`src/rtl/dual_fetch_queue.sv`:
```
// dual_fetch_queue: dual-issue fetch stage feeding a small circular queue of {pc, instr} entries.
// Optional macro FETCH_BYPASS_EN forwards a response straight to the slots when the queue is empty.
module dual_fetch_queue #(
  parameter int          QDEPTH   = 4,
  parameter logic [31:0] RESET_PC = 32'h0000_0000
) (
  input  logic        clk,
  input  logic        rst_n,
  output logic        imem_req,
  output logic [31:0] imem_addr,
  input  logic [63:0] imem_rdata,
  input  logic        redirect,
  input  logic [31:0] redirect_pc,
  input  logic [1:0]  deq_cnt,
  output logic [31:0] PCF1,
  output logic [31:0] PCF2,
  output logic [31:0] PCPlus4F1,
  output logic [31:0] PCPlus4F2,
  output logic [31:0] InstrF1,
  output logic [31:0] InstrF2,
  output logic        validF1,
  output logic        validF2
);

  localparam int          AW      = $clog2(QDEPTH);
  localparam int          CW      = AW + 1;
  localparam logic [CW:0] DEPTH_W = (CW + 1)'(QDEPTH);
  localparam logic [31:0] NOP     = 32'h0000_0013;

  logic [31:0]   fpc_r;
  logic          run_r;
  logic          infl_r;
  logic          infl_hi_r;
  logic [31:0]   infl_addr_r;
  logic [AW-1:0] head_r;
  logic [AW-1:0] tail_r;
  logic [CW-1:0] count_r;
  logic [31:0]   q_pc_r    [QDEPTH];
  logic [31:0]   q_instr_r [QDEPTH];

  logic          resp_v_s;
  logic          byp_s;
  logic [CW-1:0] resp_n_s;
  logic [CW-1:0] deq_req_s;
  logic [CW-1:0] avail_s;
  logic [CW-1:0] deq_eff_s;
  logic [CW-1:0] skip_s;
  logic [CW-1:0] deq_q_s;
  logic [CW-1:0] enq_n_s;
  logic [CW:0]   have_s;
  logic [CW:0]   need_s;
  logic [31:0]   e0_pc_s;
  logic [31:0]   e0_instr_s;
  logic [31:0]   e1_pc_s;
  logic [31:0]   e1_instr_s;
  logic          wr0_en_s;
  logic          wr1_en_s;
  logic [31:0]   wr0_pc_s;
  logic [31:0]   wr0_instr_s;
  logic [AW-1:0] head1_s;
  logic          s1_v_s;
  logic          s2_v_s;
  logic [31:0]   s1_pc_s;
  logic [31:0]   s2_pc_s;
  logic [31:0]   s1_instr_s;
  logic [31:0]   s2_instr_s;

  // Response decode, dequeue accounting and issue decision.
  always_comb begin
    resp_v_s   = infl_r & ~redirect;
    e1_pc_s    = infl_addr_r + 32'd4;
    e1_instr_s = imem_rdata[63:32];
    if (!infl_r) begin
      resp_n_s = CW'(0);
    end else if (infl_hi_r) begin
      resp_n_s = CW'(1);
    end else begin
      resp_n_s = CW'(2);
    end
    // An upper-word-only fetch makes the upper word the first entry.
    if (infl_hi_r) begin
      e0_pc_s    = e1_pc_s;
      e0_instr_s = e1_instr_s;
    end else begin
      e0_pc_s    = infl_addr_r;
      e0_instr_s = imem_rdata[31:0];
    end
`ifdef FETCH_BYPASS_EN
    byp_s = resp_v_s && (count_r == CW'(0));
`else
    byp_s = 1'b0;
`endif
    deq_req_s = (deq_cnt == 2'd3) ? CW'(2) : CW'(deq_cnt);
    avail_s   = byp_s ? resp_n_s : count_r;
    if (redirect) begin
      deq_eff_s = CW'(0);
    end else if (deq_req_s > avail_s) begin
      deq_eff_s = avail_s;
    end else begin
      deq_eff_s = deq_req_s;
    end
    // Bypassed entries consumed this cycle never enter storage.
    skip_s   = byp_s ? deq_eff_s : CW'(0);
    deq_q_s  = byp_s ? CW'(0) : deq_eff_s;
    enq_n_s  = resp_v_s ? (resp_n_s - skip_s) : CW'(0);
    wr0_en_s = (enq_n_s >= CW'(1));
    wr1_en_s = (enq_n_s == CW'(2));
    if (skip_s == CW'(0)) begin
      wr0_pc_s    = e0_pc_s;
      wr0_instr_s = e0_instr_s;
    end else begin
      wr0_pc_s    = e1_pc_s;
      wr0_instr_s = e1_instr_s;
    end
    have_s    = DEPTH_W + {1'b0, deq_eff_s};
    need_s    = {1'b0, count_r} + {1'b0, resp_n_s} + (CW + 1)'(2);
    imem_req  = run_r & ~redirect & (have_s >= need_s);
    imem_addr = fpc_r & 32'hFFFF_FFF8;
  end

  // Fetch PC, in-flight tracking and queue pointers.
  always_ff @(posedge clk or negedge rst_n) begin
    if (!rst_n) begin
      fpc_r       <= RESET_PC;
      run_r       <= 1'b0;
      infl_r      <= 1'b0;
      infl_hi_r   <= 1'b0;
      infl_addr_r <= 32'h0;
      head_r      <= AW'(0);
      tail_r      <= AW'(0);
      count_r     <= CW'(0);
    end else begin
      run_r       <= 1'b1;
      infl_r      <= imem_req;
      infl_hi_r   <= fpc_r[2];
      infl_addr_r <= imem_addr;
      if (redirect) begin
        fpc_r   <= redirect_pc & 32'hFFFF_FFFC;
        head_r  <= AW'(0);
        tail_r  <= AW'(0);
        count_r <= CW'(0);
      end else begin
        if (imem_req) begin
          fpc_r <= imem_addr + 32'd8;
        end
        head_r  <= head_r + deq_q_s[AW-1:0];
        tail_r  <= tail_r + enq_n_s[AW-1:0];
        count_r <= count_r + enq_n_s - deq_q_s;
      end
    end
  end

  // Queue storage, written in PC order starting at tail.
  always_ff @(posedge clk or negedge rst_n) begin
    if (!rst_n) begin
      for (int i = 0; i < QDEPTH; i++) begin
        q_pc_r[i]    <= 32'h0;
        q_instr_r[i] <= NOP;
      end
    end else begin
      if (wr0_en_s) begin
        q_pc_r[tail_r]    <= wr0_pc_s;
        q_instr_r[tail_r] <= wr0_instr_s;
      end
      if (wr1_en_s) begin
        q_pc_r[tail_r + AW'(1)]    <= e1_pc_s;
        q_instr_r[tail_r + AW'(1)] <= e1_instr_s;
      end
    end
  end

  // Slot outputs from queue head, or from the live response when bypassing.
  always_comb begin
    head1_s = head_r + AW'(1);
    if (byp_s) begin
      s1_v_s     = 1'b1;
      s1_pc_s    = e0_pc_s;
      s1_instr_s = e0_instr_s;
      s2_v_s     = (resp_n_s == CW'(2));
      s2_pc_s    = e1_pc_s;
      s2_instr_s = e1_instr_s;
    end else begin
      s1_v_s     = (count_r >= CW'(1));
      s1_pc_s    = q_pc_r[head_r];
      s1_instr_s = q_instr_r[head_r];
      s2_v_s     = (count_r >= CW'(2));
      s2_pc_s    = q_pc_r[head1_s];
      s2_instr_s = q_instr_r[head1_s];
    end
    validF1   = s1_v_s;
    PCF1      = s1_v_s ? s1_pc_s : 32'h0;
    PCPlus4F1 = s1_v_s ? (s1_pc_s + 32'd4) : 32'h0;
    InstrF1   = s1_v_s ? s1_instr_s : NOP;
    validF2   = s2_v_s;
    PCF2      = s2_v_s ? s2_pc_s : 32'h0;
    PCPlus4F2 = s2_v_s ? (s2_pc_s + 32'd4) : 32'h0;
    InstrF2   = s2_v_s ? s2_instr_s : NOP;
  end

endmodule
```
`config.mk`:
```
export PLATFORM = sky130hd
export DESIGN_NAME = dual_fetch_queue
export DESIGN_NICKNAME = d
export VERILOG_FILES = /design/src/rtl/dual_fetch_queue.sv
export SDC_FILE = /design/constraint.sdc
export NUM_CORES = 1
export LEC_CHECK = 0
export BUFFER_PORTS_ARGS = -buffer_cell sky130_fd_sc_hd__buf_2
export CAP_MARGIN = 0
export CORE_MARGIN = 5
export CORE_UTILIZATION = 52
export DETAILED_ROUTE_END_ITERATION = 8
export PLACE_DENSITY_LB_ADDON = 0.2
export SLEW_MARGIN = 40
export SYNTH_ARGS = -nofsm -noshare
export SYNTH_HDL_FRONTEND = slang
export SYNTH_SLANG_ARGS = --single-unit
export TNS_END_PERCENT = 1
```
`constraint.sdc`:
```
create_clock -name clk -period 3.6 [get_ports clk]
set_clock_uncertainty 0.15 [all_clocks]
set_input_delay 0.54 -clock clk [delete_from_list [all_inputs] [get_ports clk]]
set_output_delay 0.54 -clock clk [all_outputs]
set_load 0.02 [all_outputs]
```
==> flow_summary.ini <==
[run_status]
status = complete, but fails checks
failed_checks = setup timing

[yosys]
ys_seq_elements = 325
syn_area_mm2 = 0.0200
synth_compound_area_share_pct = 9.43
ys_seq_area_share_pct = 40.8
ys_async_sr_fraction_pct = 100
synth-adder-area-share_pct = 1.30
synth-simple-area-share_pct = 15.4
synth_cells = 1883
synthFlopType = dfrtp_1
synth_mux_area_share_pct = 24.0
yosysWarnings = 0
synth_top_family_by_area = multiplexers
synth_area_per_cell_um2 = 10.6
synthXorXnorAreaFrac_pct = 3.69
synth_cell_type_count = 56
synth_edf_count = 0

[clocking]
cts_tree = done
clk_pin_slew_worst_paths_ns = 0.06
clk_path_buf_depth = 3
clock_sink_count = 325
h-tree-depth = 2
clockRootBuffer = clkbuf_16
cts_buffers = 36
insertion_delay_ns = 0.53

[worst_setup_path]
cp-end-kind = primary output
crit_top_cell = buf_4
cp-start-kind = flop
crit_chain = buf_12, buf_4, mux4_2, nand4_4, or3_4, a2111o_1, a21oi_1, buf_4
cp.arrival_ns = 3.07
path_max_fanout = 6
critical-path-max-stage-delay_ns = 0.53
crit_required_ns = 2.91
cp.buffers_inverters = 3
cp_top_family = simple AND/OR/NAND/NOR gates
crit_type = reg2out
crit_slowest_cell = dfrtp_4

[grt]
grt_max_degree = 102
grt_pass1_vias = 16728
gr-total-overflow = 0
antenna_found_initial = 4
grt_pass1_wl_mm = 96.6
track_usage_pct = 28.8

[die]
start_util_pct = 52.9
num_io_pins = 328
chipHeight_um = 206
die_x_um = 206
row_count = 71
core_mm2 = 0.0378
die_area_mm2 = 0.0424

[sta]
fin_hold_ws_ns = 0.0665
rsz0062_at_grt = true
min_period_ns = 3.76
max_clock_freq_mhz = 266
hold_viol = 0
setup_viol_count_final = 35
maxSlewHeadroom_pct = 50.1
tightestPinTransition_ns = 0.749
setup_ws_ns = -0.163
report.final.slew_viol_count = 0
period_share_pct = 105

[place]
io_buffers = 322
place_congestion = 0.897
dp_hpwl_mm = 39.7
pre_cts_ws_ns = -0.188
placed_cells = 2601

[power]
powerDensity_mw_per_mm2 = 823
p_leak_nw = 10.5
finalPower_mw = 19.8
ir_worst_vdd_mv = 0.498

[routing]
ant_nets = 0
drt_iter0_drc = 1666
avgRoutedWirePerCell_um = 22.9
viasPerCell = 6.17
dr.pass1.iters = 8
routed_wl_mm = 62.4
vias = 16822
drc_errors = 0

[layout]
fillers = 3008
most-common-layout-cells = 308 x dfrtp_1, 287 x buf_2, 211 x nor2_1, 158 x mux2_2, 140 x a21oi_1
multi_input_area_mm2 = 0.0111
area_growth_pct = 20.5
seqCellArea_mm2 = 0.00816
layout-drive-gt1-share_pct = 39.1
final_common_cell = dfrtp_1
fin_util_pct = 63.7
fin_cells = 2727
final_nets = 2307

[job]
cap_viol_max_count = 0

[min_path]
hold_class = in2reg
report_power, final:
part	internal [mW]	leakage, nW	switching (mW)
Combinational	4.57	5.87	5.58
Sequential	4.84	4.06	0.999
Clock	2.30	0.594	1.52
path summary, 6_finish.rpt:
path                                 startpoint                     to  slack, ns  depth (start not counted)
min                              redirect_pc[7]   fpc_r[7]$_DFFE_PN0P_       0.07                          3
min in group asynchronous                 rst_n  fpc_r[11]$_DFFE_PN0P_       0.33                          2
max reg2reg                avail_s[1]$_DFF_PN0_  fpc_r[24]$_DFFE_PN0P_       0.12                         17
max                         head_r[0]$_DFF_PN0_          PCPlus4F1[31]      -0.16                          8
min reg2reg                fpc_r[2]$_DFFE_PN0P_    infl_hi_r$_DFF_PN0_       0.24                          0
max in group asynchronous                 rst_n   q_pc_r[28]$_DFF_PN0_       1.84                          4
cell families (layout without fill, tap and decap cells):
kind of cell / after synthesis / in the layout
AOI/OAI and AO/OA: 348 / 348
other: 2 / 9
xor gates and xnor gates: 84 / 84
adders and majority gates: 19 / 19
and+or+nand+nor: 606 / 606
DFF: 325 / 325
muxes: 294 / 294
buffers and inverters: 205 / 531
metrics by stage:
stage | cell area, µm² | TNS, ns
detailed placement | 21900 | -2.57
floorplan | 20000 | 0
global placement | 21900 | -2.21
finish | 24100 | -2.36
CTS | 23800 | -2.79
global route | 24100 | -9.17
layout make-up:
cell class,instances,area share [%]
Multi-Input combinational cell,1357,46.0
Sequential cell,325,33.9
Timing Repair Buffer,449,12.1
Clock buffer,57,4.54
Tap cell,511,2.66
Clock inverter,7,0.520
Inverter,18,0.281
Antenna cell,3,0.0312
synthesized netlist by cell type (7+ instances only):
cell,instances,area share (%)
a21oi_1,142,3.6
and2_1,73,2.3
and3_1,13,0.41
buf_1,8,0.15
buf_2,16,0.40
buf_4,37,1.4
buf_6,8,0.45
clkbuf_1,113,2.1
dfrtp_1,313,39
dfstp_2,12,1.6
ha_1,16,1.0
inv_1,18,0.34
mux2_2,159,9.0
mux2i_1,12,0.60
mux4_1,31,4.1
mux4_2,91,10
nand2_1,90,1.7
nand2b_1,7,0.22
nand3_1,32,0.80
nand4_1,35,1.1
nor2_1,217,4.1
nor2b_1,66,2.1
nor3_1,7,0.18
o21ai_0,102,2.6
o22ai_1,96,3.0
or2_2,8,0.25
or3_1,37,1.2
xnor2_1,24,1.1
xor2_1,60,2.6
what timing repair did:
item	CTS	global route
endpoints found under the hold margin	90	0
gates cloned	2	0
setup buffers	46	9
endpoints found under the setup margin	50	87
hold buffers	1	0
pin swaps	23	23
resized for setup	91	55
layer usage:
metal  track usage [%]  up-vias  wire length (µm)
met5                 0        -                11
met4              8.79        2              1590
met3              4.86      122              5200
met2              45.0      837             29500
met1              41.9     8506             26100
li1                  -     7355                 -
sequential cells by signal, summed over array words and instances, names as in the netlist:
signal and flops:
infl_hi_r 1, infl_addr_r 29, run_r 1, q_pc_r 128, q_instr_r 128, fpc_r 30, head_r 2, tail_r 2
infl_r 1, avail_s 3
worst min-delay path: stages:
cell	delay (ns)
buf_2	0.08
nand2_1	0.04
o21ai_0	0.06
Power figures use the tool's default switching activity.
